File: config.mk
export PLATFORM = sky130hd
export DESIGN_NAME = leitor_display_7seg
export DESIGN_NICKNAME = d
export VERILOG_FILES = /design/src/rtl/leitor_display_7seg.sv
export SDC_FILE = /design/constraint.sdc
export NUM_CORES = 1
export LEC_CHECK = 0
export BUFFER_PORTS_ARGS = -buffer_cell sky130_fd_sc_hd__buf_2
export CAP_MARGIN = 20
export CORE_ASPECT_RATIO = 1.4
export CORE_MARGIN = 5
export CORE_UTILIZATION = 40
export CTS_BUF_LIST = sky130_fd_sc_hd__clkbuf_8
export DETAILED_ROUTE_END_ITERATION = 10
export GPL_TIMING_DRIVEN = 0
export SYNTH_ARGS = -nofsm -noshare
export SYNTH_HDL_FRONTEND = slang
export SYNTH_SLANG_ARGS = --single-unit
export TNS_END_PERCENT = 1
File: constraint.sdc
create_clock -name clock -period 2.2 [get_ports clock]
set_input_delay 0.22 -clock clock [delete_from_list [all_inputs] [get_ports clock]]
set_output_delay 0.22 -clock clock [all_outputs]
set_load 0.05 [all_outputs]
File: src/rtl/leitor_display_7seg.sv
// Captures a multiplexed 7-segment display bus and decodes each full scan frame back to BCD.
// Optional macro LEITOR_SINC_EN adds a two-flop synchronizer ahead of the sample register.
module leitor_display_7seg #(
  parameter int N_DIGITOS = 4,
  parameter int ESTAVEL   = 4
) (
  input  logic                   clock,
  input  logic                   reset,
  input  logic [6:0]             seg_in,
  input  logic [N_DIGITOS-1:0]   sel_in,
  output logic [4*N_DIGITOS-1:0] valor,
  output logic [N_DIGITOS-1:0]   apagado,
  output logic                   valido,
  output logic                   erro,
  output logic [1:0]             estado
);

  localparam int IW = (N_DIGITOS > 1) ? $clog2(N_DIGITOS) : 1;
  localparam int CW = $clog2(ESTAVEL + 1);
  localparam logic [IW-1:0] ULTIMO = IW'(N_DIGITOS - 1);
  localparam logic [CW-1:0] ALVO = CW'(ESTAVEL);
  localparam logic [N_DIGITOS-1:0] UM = N_DIGITOS'(1);

  typedef enum logic [1:0] {
    ESPERA     = 2'd0,
    ESTABILIZA = 2'd1,
    CAPTURADO  = 2'd2,
    PUBLICA    = 2'd3
  } estado_t;

  estado_t estado_q, prox;

  logic [6:0]           seg_d;
  logic [N_DIGITOS-1:0] sel_d;

`ifdef LEITOR_SINC_EN
  logic [6:0]           seg_m;
  logic [N_DIGITOS-1:0] sel_m;

  always_ff @(posedge clock or posedge reset) begin
    if (reset) begin
      seg_m <= '0;
      sel_m <= '0;
      seg_d <= '0;
      sel_d <= '0;
    end else begin
      seg_m <= seg_in;
      sel_m <= sel_in;
      seg_d <= seg_m;
      sel_d <= sel_m;
    end
  end
`else
  assign seg_d = seg_in;
  assign sel_d = sel_in;
`endif

  logic [6:0]           s_seg;
  logic [N_DIGITOS-1:0] s_sel;
  logic [CW-1:0]        cnt;

  // cnt is the run length of the value currently held in s_seg/s_sel
  always_ff @(posedge clock or posedge reset) begin
    if (reset) begin
      s_seg <= '0;
      s_sel <= '0;
      cnt   <= '0;
    end else begin
      s_seg <= seg_d;
      s_sel <= sel_d;
      if ({seg_d, sel_d} != {s_seg, s_sel}) begin
        cnt <= CW'(1);
      end else if (cnt != ALVO) begin
        cnt <= cnt + CW'(1);
      end
    end
  end

  logic [3:0] dec_code;
  logic       dec_blank;
  logic       dec_err;

  always_comb begin
    dec_code  = 4'hF;
    dec_blank = 1'b0;
    dec_err   = 1'b0;
    case (s_seg)
      7'h7E: dec_code = 4'd0;
      7'h30: dec_code = 4'd1;
      7'h6D: dec_code = 4'd2;
      7'h79: dec_code = 4'd3;
      7'h33: dec_code = 4'd4;
      7'h5B: dec_code = 4'd5;
      7'h5F: dec_code = 4'd6;
      7'h70: dec_code = 4'd7;
      7'h7F: dec_code = 4'd8;
      7'h7B: dec_code = 4'd9;
      7'h00: begin
        dec_code  = 4'd0;
        dec_blank = 1'b1;
      end
      default: dec_err = 1'b1;
    endcase
  end

  logic [IW-1:0]        idx;
  logic [N_DIGITOS-1:0] sel_atual;
  logic [N_DIGITOS-1:0] sel_prox;
  logic                 multi;

  assign sel_atual = UM << idx;
  assign sel_prox  = sel_atual << 1;
  assign multi     = |(s_sel & (s_sel - UM));

  logic captura;
  logic avanca;
  logic descarta;
  logic publicar;

  always_comb begin
    prox     = estado_q;
    captura  = 1'b0;
    avanca   = 1'b0;
    descarta = 1'b0;
    publicar = 1'b0;
    case (estado_q)
      ESPERA: begin
        if (s_sel == UM) prox = ESTABILIZA;
      end
      ESTABILIZA: begin
        if (multi || (s_sel != sel_atual)) begin
          prox     = ESPERA;
          descarta = 1'b1;
        end else if (cnt == ALVO) begin
          captura = 1'b1;
          prox    = CAPTURADO;
        end
      end
      CAPTURADO: begin
        // the last digit publishes at once; earlier digits wait for the next select
        if (multi) begin
          prox     = ESPERA;
          descarta = 1'b1;
        end else if (idx == ULTIMO) begin
          publicar = 1'b1;
          prox     = PUBLICA;
        end else if ((s_sel == '0) || (s_sel == sel_atual)) begin
          prox = CAPTURADO;
        end else if (s_sel == sel_prox) begin
          avanca = 1'b1;
          prox   = ESTABILIZA;
        end else begin
          prox     = ESPERA;
          descarta = 1'b1;
        end
      end
      PUBLICA: begin
        prox     = ESPERA;
        descarta = 1'b1;
      end
      default: begin
        prox     = ESPERA;
        descarta = 1'b1;
      end
    endcase
  end

  logic [4*N_DIGITOS-1:0] buf_valor;
  logic [N_DIGITOS-1:0]   buf_apagado;
  logic                   buf_erro;

  always_ff @(posedge clock or posedge reset) begin
    if (reset) begin
      estado_q    <= ESPERA;
      idx         <= '0;
      buf_valor   <= '0;
      buf_apagado <= '0;
      buf_erro    <= 1'b0;
      valor       <= '0;
      apagado     <= '1;
      erro        <= 1'b0;
    end else begin
      estado_q <= prox;
      if (descarta) begin
        idx         <= '0;
        buf_valor   <= '0;
        buf_apagado <= '0;
        buf_erro    <= 1'b0;
      end else begin
        if (avanca) idx <= idx + IW'(1);
        if (captura) begin
          buf_valor[4*idx +: 4] <= dec_code;
          buf_apagado[idx]      <= dec_blank;
          buf_erro              <= buf_erro | dec_err;
        end
      end
      if (publicar) begin
        valor   <= buf_valor;
        apagado <= buf_apagado;
        erro    <= buf_erro;
      end
    end
  end

  assign valido = (estado_q == PUBLICA);
  assign estado = estado_q;

endmodule
==> results.toml, run 1 <==
[floorplanning]
die_area_um2 = 9340
start_util_pct = 40.9
core_area_um2 = 7310
rows = 37
die_h_um = 112
dieWidth_um = 83.1
ios = 37

[detailed_routing]
wl_per_cell_um = 14.9
via_per_inst = 5.06
first_iter_violations = 83
final_antenna_net_count = 0
drc = 0
num_vias = 2233
drt_pre_antenna_iters = 4
wirelength_mm = 6.56

[global_route]
met1_usage_pct = 17.3
grt_use_met2_pct = 25.6
antenna_found_initial = 0
grt_max_degree = 44
grt_pass1_vias = 2323
use_met3_pct = 4.19
grt-busiest-layer = "met2"
track_usage_pct = 15.0
grt_pass1_wl_mm = 11.1
grt_overflow_total = 0

[critical_path]
cp-end-kind = "register"
cp.arrival_ns = 2.44
critical_path_class = "reg2reg"
r2r_slack_ns = 0.02
r2r_start = "idx[1]"
startpoint = "idx[1]"
critical_path.endpoint = "buf_valor[11]"
cp.required_ns = 2.46
cp_max_fo = 4
start_kind = "register"
r2r_cells = 8
rr_endpoint = "buf_valor[11]"

[clock_tree]
clock_latency_ns = 0.34
htree_levels = 3
clockBufferDepth = 2
clock_sinks = 60
cts-buffers-inserted = 9
root_buffer = "clkbuf_8"
cts_tree = "yes"
path_clk_slew_ns = 0.07

[logic_synthesis]
async_flop_share_pct = 100
synth_cells = 267
synth_fa_ha_area_share_pct = 4.18
synth_flop_cell = "dfrtp_1"
synth_top_family_by_area = "simple AND/OR/NAND/NOR gates"
syn_avg_cell_area_um2 = 11.2
synth_compound_area_share_pct = 9.95
synth-simple-area-share_pct = 17.0
yosys_warnings = 0
synth_xor_area_share_pct = 6.14
ys_types = 47
synth_fp_nets = 290
synth.cell_area_um2 = 2990
synth_mux_area_share_pct = 8.23
synth-seq-cells = 60
synth-edff-count = 0
seq_area_frac_synth_pct = 50.3

[sta]
timing.fmax_mhz = 459
skew_ns = 0.0109
fin_ws_ns = 0.0197
slew_violations = 0
hold_viol = 0
tightestPinTransition_ns = 0.722
rsz0062_at_grt = "true"
setup_violations = 0
finalCritPeriodShare_pct = 99.1
slew_headroom_pct = 51.2
timing.hold.ws_ns = 0.424
fin_crit_ns = 2.18

[pwr]
power.static_leakage_uw = 0.00183
p_per_area_nw_per_um2 = 652
ir_drop_v = 0.000486

[finish]
layout-drive-gt1-share_pct = 40.7
design_area_um2 = 3910
syn_to_final_growth_pct = 30.5
layout.nets = 362
antenna_cells = 0
fin_util_pct = 53.4
fillers = 708

[placed_design]
portBuffers = 36
gp_congestion = 0.793
dp_worst_setup_slack_ns = -0.334
place_area_um2 = 3320
hpwlAfterDp_mm = 4.59

[run_status]
status = "complete, no violations"

[run]
drv_cap = 0

[min_path]
hp-class = "in2async"
[cell families (layout without fill, tap and decap cells)]
| logic type | Yosys count | after routing |
|---|---|---|
| compound gates | 43 | 43 |
| xor+xnor | 21 | 21 |
| fa+ha+maj | 10 | 10 |
| buf+inv | 23 | 100 |
| flops | 60 | 60 |
| mux | 22 | 22 |
| simple gates | 88 | 88 |
[timing repair]
item                       in CTS  in global routing
hold endpoints to repair       25                  0
setup endpoints to repair      23                 43
hold buffers                   12                  0
resized for setup              10                 21
setup buffers                   8                  4
pin swaps                       9                  9
[where the power goes]
group | leakage (uW) | internal [uW] | switching, uW
sequential | 0.000790 | 1110 | 3.84
combinational | 0.000921 | 78.6 | 112
clock | 0.000122 | 783 | 456
total | 0.00183 | 1980 | 572
[state kept, by name, summed over array words and instances (netlist names)]
signal	flops
buf_valor	16
valor	16
s_seg	7
apagado	4
buf_apagado	4
s_sel	4
cnt	3
estado	2
idx	2
buf_erro	1
erro	1
[cells in the mapped netlist, drive strengths merged, types with 6 or more instances]
library cell  instances  area (um^2)
nor2                 17         81.3
o2bb2ai              12          105
xor2                 11         96.3
mux2                 21          236
nor3                 10         65.1
inv                   7         26.3
nand2                19         71.3
nand3                15         75.1
buf                  16         98.9
nand4                 6         43.8
dfrtp                56         1400
ha                   10          125
a21oi                19         98.9
xnor2                10         87.6
[critical path, cell delays in order (launching register included)]
cell and delay, ns:
dfrtp_2 0.43, buf_4 0.16, ha_4 0.18, xnor2_2 0.16
nand4_2 0.17, or3_4 0.46, nor2_4 0.10, nand4_1 0.23
o2bb2ai_1 0.20
[per-stage QoR]
step	power [uW]	cells	TNS, ns
3_5_place_dp	1300	401	-4.29
5_1_grt	2660	441	-0.434
4_1_cts	2570	437	-0.0660
6_report	2550	441	0
3_3_place_gp	1290	400	-18.69
2_1_floorplan	1250	267	0
[layer usage]
metal	vias to the layer above	routed length [um]	share of wire (%)
met2	56	3390	52
met5	-	0	0
met1	1067	2700	41
li1	1093	-	-
met4	0	184	2.8
met3	17	277	4.2
[cell usage in the layout, fill, tap and decap left out, types with 2 or more instances in the layout]
master,synthesis,layout
o21ai_1,2,3
o2bb2ai_1,12,11
nor2_1,14,13
nor4_1,3,3
inv_1,7,4
a21oi_2,1,5
mux2_2,21,21
ha_1,10,7
inv_2,0,2
xor2_1,11,11
nor3_4,0,3
nand4_1,5,5
nand2_1,19,19
nand3_1,15,15
xnor2_2,0,3
nand4b_1,2,2
nor2_4,2,3
or3_1,2,2
buf_4,5,16
bufinv_16,0,3
nor3_1,7,5
a21oi_1,18,14
buf_6,1,3
nor3_2,3,2
dlygate4sd3_1,0,12
ha_4,0,2
dfstp_2,4,4
buf_2,10,45
nand2b_1,4,4
dfrtp_2,0,2
xnor2_1,10,7
dfrtp_1,56,54
clkbuf_8,0,10
[final cells by class]
cell class / instances / area [um^2] / share of cell area, %
inverter: 7 / 28.8 / 0.736
buffer: 16 / 105 / 2.69
tap: 97 / 121 / 3.11
multi-input combinational: 184 / 1480 / 37.9
clock inverter: 6 / 111 / 2.85
sequential: 60 / 1510 / 38.6
timing repair buffer: 61 / 414 / 10.6
clock buffer: 10 / 138 / 3.52
[worst min path at each step]
stage                    from       end  slack [ns]  cells after the start
finish                  reset  s_sel[2]        0.42                      3
global route            reset  valor[5]        0.47                      3
CTS                     reset  s_seg[0]        0.41                      3
detailed placement      reset  valor[5]        0.24                      2
global placement    sel_in[2]  s_sel[2]        0.35                      1
floorplan           seg_in[0]  s_seg[0]        0.25                      0
(Power assumes the default switching activity.)
==> run 2: changes to the inputs <==
- CORE_UTILIZATION: 40 -> 54
- PLACE_DENSITY: not set -> 0.78
==> results.toml, run 2 (synthesized netlist as in run 1, its figures left out) <==
[sta]
setup_violations = 2
rsz0062_at_grt = "true"
tightestPinTransition_ns = 0.789
timing.fmax_mhz = 448
timing.hold.ws_ns = 0.0103
finalCritPeriodShare_pct = 101
fin_ws_ns = -0.0317
totalNegativeSetupSlack_ns = -0.0514
slew_headroom_pct = 46.6
fin_crit_ns = 2.23
hold_viol = 0
slew_violations = 0
skew_ns = 0.0105

[finish]
fillers = 415
layout.nets = 356
syn_to_final_growth_pct = 27.3
antenna_cells = 0
multi_input_area_um2 = 1480
reg.largest.list = "buf_valor (16), valor (16), s_seg (7)"
seq_area_um2 = 1510
layout.cells.most_common = "dfrtp_1"
design_area_um2 = 3810
layout-drive-gt1-share_pct = 42.0
layout_common_cells = "dfrtp_1 (54), buf_2 (46), mux2_2 (21)"
fin_util_pct = 70.0

[detailed_routing]
drc = 0
wl_per_cell_um = 15.9
wirelength_mm = 6.46
final_antenna_net_count = 0
first_iter_violations = 100
route.met3.wl_um = 273
wl_met1_mm = 2.52
num_vias = 2250
via_per_inst = 5.54
wl_met2_mm = 3.53
drt_pre_antenna_iters = 4
topRoutingLayerUsed = "met4"

[critical_path]
cp_max_fo = 6
crit_path_cell_trace = "inv_2, ha_2, buf_6, xnor2_4, nand4_4, or3_4, nor3_4, o21ai_1, a21oi_1"
critical_path_class = "reg2reg"
cp-end-kind = "register"
crit_path_top_delay_cell = "dfrtp_2"
cp.arrival_ns = 2.50
critPathMaxStageDelay_ns = 0.46
cp_num_buf_inv = 2
cp.required_ns = 2.47
crit_family = "simple AND/OR/NAND/NOR gates"
start_kind = "register"

[clock_tree]
root_buffer = "clkbuf_8"
clock_latency_ns = 0.35
path_clk_slew_ns = 0.07
cts_tree = "yes"
cts-buffers-inserted = 9
htree_levels = 3
clock_sinks = 60
clockBufferDepth = 2

[placed_design]
dp_worst_setup_slack_ns = -0.268
place_area_um2 = 3280
portBuffers = 36
hpwlAfterDp_mm = 4.35
gp_congestion = 0.835

[global_route]
grt_overflow_total = 0
antenna_found_initial = 0
track_usage_pct = 19.3
grt_max_degree = 33
grt_pass1_vias = 2267
grt_pass1_wl_mm = 10.7

[floorplanning]
rows = 32
start_util_pct = 55.0
die_area_um2 = 7150
die_h_um = 98.1
core_area_um2 = 5450
dieWidth_um = 72.9
ios = 37

[run]
drv_cap = 0

[pwr]
p_per_area_nw_per_um2 = 666
ir_drop_v = 0.000401
power.static_leakage_uw = 0.00181

[run_status]
status = "complete, but fails checks"
failed_checks = "setup timing"

[min_path]
hp-class = "in2reg"
[run 2: where the power goes]
group / total (uW) / switching (uW) / internal (uW)
Sequential: 1120 / 4.42 / 1110
Combinational: 195 / 114 / 80.8
Clock: 1230 / 444 / 783
Total: 2540 / 562 / 1980
[run 2: path summary, 6_finish.rpt]
path	start	endpoint	depth (start not counted)	slack, ns
hold / removal	sel_in[2]	s_sel[2]	1	0.01
min in group asynchronous	reset	valor[5]	3	0.50
setup / recovery	idx[1]	buf_valor[7]	9	-0.03
max in group asynchronous	reset	apagado[3]	4	1.05
setup reg to reg	idx[1]	buf_valor[7]	9	-0.03
hold reg to reg	buf_valor[8]	buf_valor[8]	1	0.48
[run 2: per-stage QoR]
| step | instances | power [uW] |
|---|---|---|
| after floorplan | 267 | 1250 |
| after global placement | 371 | 1290 |
| after detailed placement | 372 | 1300 |
| after CTS | 397 | 2530 |
| after global routing | 406 | 2630 |
| final | 406 | 2540 |
[run 2: repair_timing]
action | 4_1_cts | 5_1_grt
setup buffers | 2 | 9
hold buffers | 7 | 0
gates cloned | 0 | 0
gates resized for setup | 6 | 22
pin swaps | 8 | 14
endpoints found under the setup margin | 23 | 39
hold endpoints to repair | 31 | 0
[run 2: area by class of cell]
class	count	area share, %
sequential	60	39.6
multi-input combinational	184	38.9
timing repair buffer	55	9.26
clock buffer	10	3.61
clock inverter	6	2.92
buffer	16	2.69
tap	68	2.23
inverter	7	0.755
[run 2: layer usage]
| layer | GRT usage [%] | vias up |
|---|---|---|
| met5 | 0 | - |
| met4 | 7.39 | 0 |
| met3 | 5.36 | 15 |
| met2 | 32.6 | 47 |
| met1 | 23.0 | 1110 |
| li1 | - | 1078 |
==> run 3: changes to the inputs <==
- CORE_ASPECT_RATIO: 1.4 -> 0.8
- TNS_END_PERCENT: 1 -> not set
==> results.toml, run 3 (synthesized netlist as in run 1, its figures left out) <==
[run_status]
status = "complete, no violations"

[pwr]
pwr-share-clk_pct = 41.0
power_switching_uw = 539
seq_power_share_pct = 50.1
p_comb_share_pct = 8.9
p_total_uw = 2230
power.static_leakage_uw = 0.00186
p_per_area_nw_per_um2 = 575
sw_frac_of_total_pct = 24.2
p_int_uw = 1690
ir_drop_v = 0.000451

[global_route]
grt_max_degree = 44
antenna_found_initial = 0
grt_overflow_total = 0
grt_pass1_wl_mm = 10.9
track_usage_pct = 19.4
grt_pass1_vias = 2152

[critical_path]
cp.required_ns = 2.42
cp.arrival_ns = 2.39
start_kind = "register"
cp-end-kind = "register"
critical_path_class = "reg2reg"
cp_max_fo = 10

[clock_tree]
path_clk_slew_ns = 0.07
clock_sinks = 60
clock_latency_ns = 0.34
root_buffer = "clkbuf_8"
cts_tree = "yes"
clockBufferDepth = 2
htree_levels = 3
cts-buffers-inserted = 9

[sta]
tightestPinTransition_ns = 0.800
slew_headroom_pct = 45.9
rsz0062_at_grt = "true"
fin_crit_ns = 2.17
setup_violations = 0
hold_viol = 0
finalCritPeriodShare_pct = 98.8
timing.fmax_mhz = 460
skew_ns = 0.00691
slew_violations = 0
timing.hold.ws_ns = 0.0121

[finish]
seq_area_um2 = 1510
fin_util_pct = 71.7
fillers = 377
layout-drive-gt1-share_pct = 42.9
antenna_cells = 0
design_area_um2 = 3880
multi_input_area_um2 = 1480
layout_common_cells = "dfrtp_1 (54), buf_2 (46), buf_4 (27)"
reg.largest.list = "buf_valor (16), valor (16), s_seg (7)"
syn_to_final_growth_pct = 29.5
layout.nets = 372
layout.cells.most_common = "dfrtp_1"

[detailed_routing]
num_vias = 2324
via_per_inst = 5.55
drc = 0
drt_pre_antenna_iters = 4
wirelength_mm = 6.63
wl_per_cell_um = 15.8
final_antenna_net_count = 0
first_iter_violations = 146

[floorplanning]
die_h_um = 76.6
dieWidth_um = 93.3
rows = 24
start_util_pct = 55.4
ios = 37
die_area_um2 = 7140
core_area_um2 = 5410

[min_path]
hp-class = "in2reg"

[placed_design]
hpwlAfterDp_mm = 4.32
gp_congestion = 0.811
place_area_um2 = 3280
portBuffers = 36

[run]
drv_cap = 0
==> run 3: changes by cell type in the layout (fill, tap and decap cells not counted), moves of 2 or more <==
cell | previous run | this run
clkbuf_8 | 10 | 12
buf_4 | 15 | 27
bufinv_16 | 3 | 0
dlygate4sd3_1 | 7 | 11
ha_4 | 0 | 2
ha_2 | 4 | 2
clkinv_2 | 1 | 3
==> run 3: metrics by stage <==
stage               cells  setup slack, ns  TNS [ns]
floorplan             267           0.0262         0
global placement      368           -0.356    -12.47
detailed placement    369           -0.335     -4.43
CTS                   403          0.00798         0
global route          419          -0.0540    -0.345
finish                419           0.0272         0
==> run 3: power groups by stage <==
stage / Clock [uW] / Combinational, uW / Sequential, uW
after global placement: 0 / 153 / 1140
after CTS: 943 / 181 / 1120
final: 915 / 198 / 1120
after detailed placement: 0 / 161 / 1140
after floorplan: 0 / 113 / 1140
after global routing: 1010 / 218 / 1120
==> run 3: worst paths after layout <==
| path | endpoint | start | depth (start not counted) | slack (ns) |
|---|---|---|---|---|
| worst max register to register | buf_valor[13] | s_seg[2] | 7 | 0.03 |
| worst min register to register | buf_valor[8] | buf_valor[8] | 1 | 0.49 |
| worst max-delay path | buf_valor[13] | s_seg[2] | 7 | 0.03 |
| min in group asynchronous | valor[13] | reset | 3 | 0.40 |
| worst min-delay path | s_seg[5] | seg_in[5] | 1 | 0.01 |
| max in group asynchronous | apagado[1] | reset | 4 | 1.18 |
==> run 3: what timing repair did <==
| action | 4_1_cts | 5_1_grt |
|---|---|---|
| hold endpoints to repair | 27 | 0 |
| pin swaps | 4 | 17 |
| resized for setup | 13 | 19 |
| setup buffers | 7 | 15 |
| hold buffers | 11 | 0 |
| gates cloned | 0 | 1 |
| endpoints found under the setup margin | 23 | 43 |
==> run 3: critical path, cell delays in order (launching register included) <==
cell,delay (ns)
dfrtp_1,0.38
buf_6,0.14
or4_4,0.52
nor4_4,0.36
nor3_1,0.13
a21oi_2,0.29
buf_4,0.17
o2bb2ai_1,0.06
==> run 3: area by class of cell <==
type                       count  area share, %
sequential                    60           38.9
multi-input combinational    184           38.2
timing repair buffer          71           12.4
clock buffer                  12           4.26
buffer                        16           2.71
tap                           65           2.10
inverter                       7          0.807
clock inverter                 4          0.581
==> run 3: layer usage <==
metal,GRT usage [%],share of wire [%],vias up
met2,28.3,48,63
met5,0,0,-
li1,-,-,1114
met1,27.8,46,1135
met4,5.42,1.4,0
met3,5.92,5.1,12
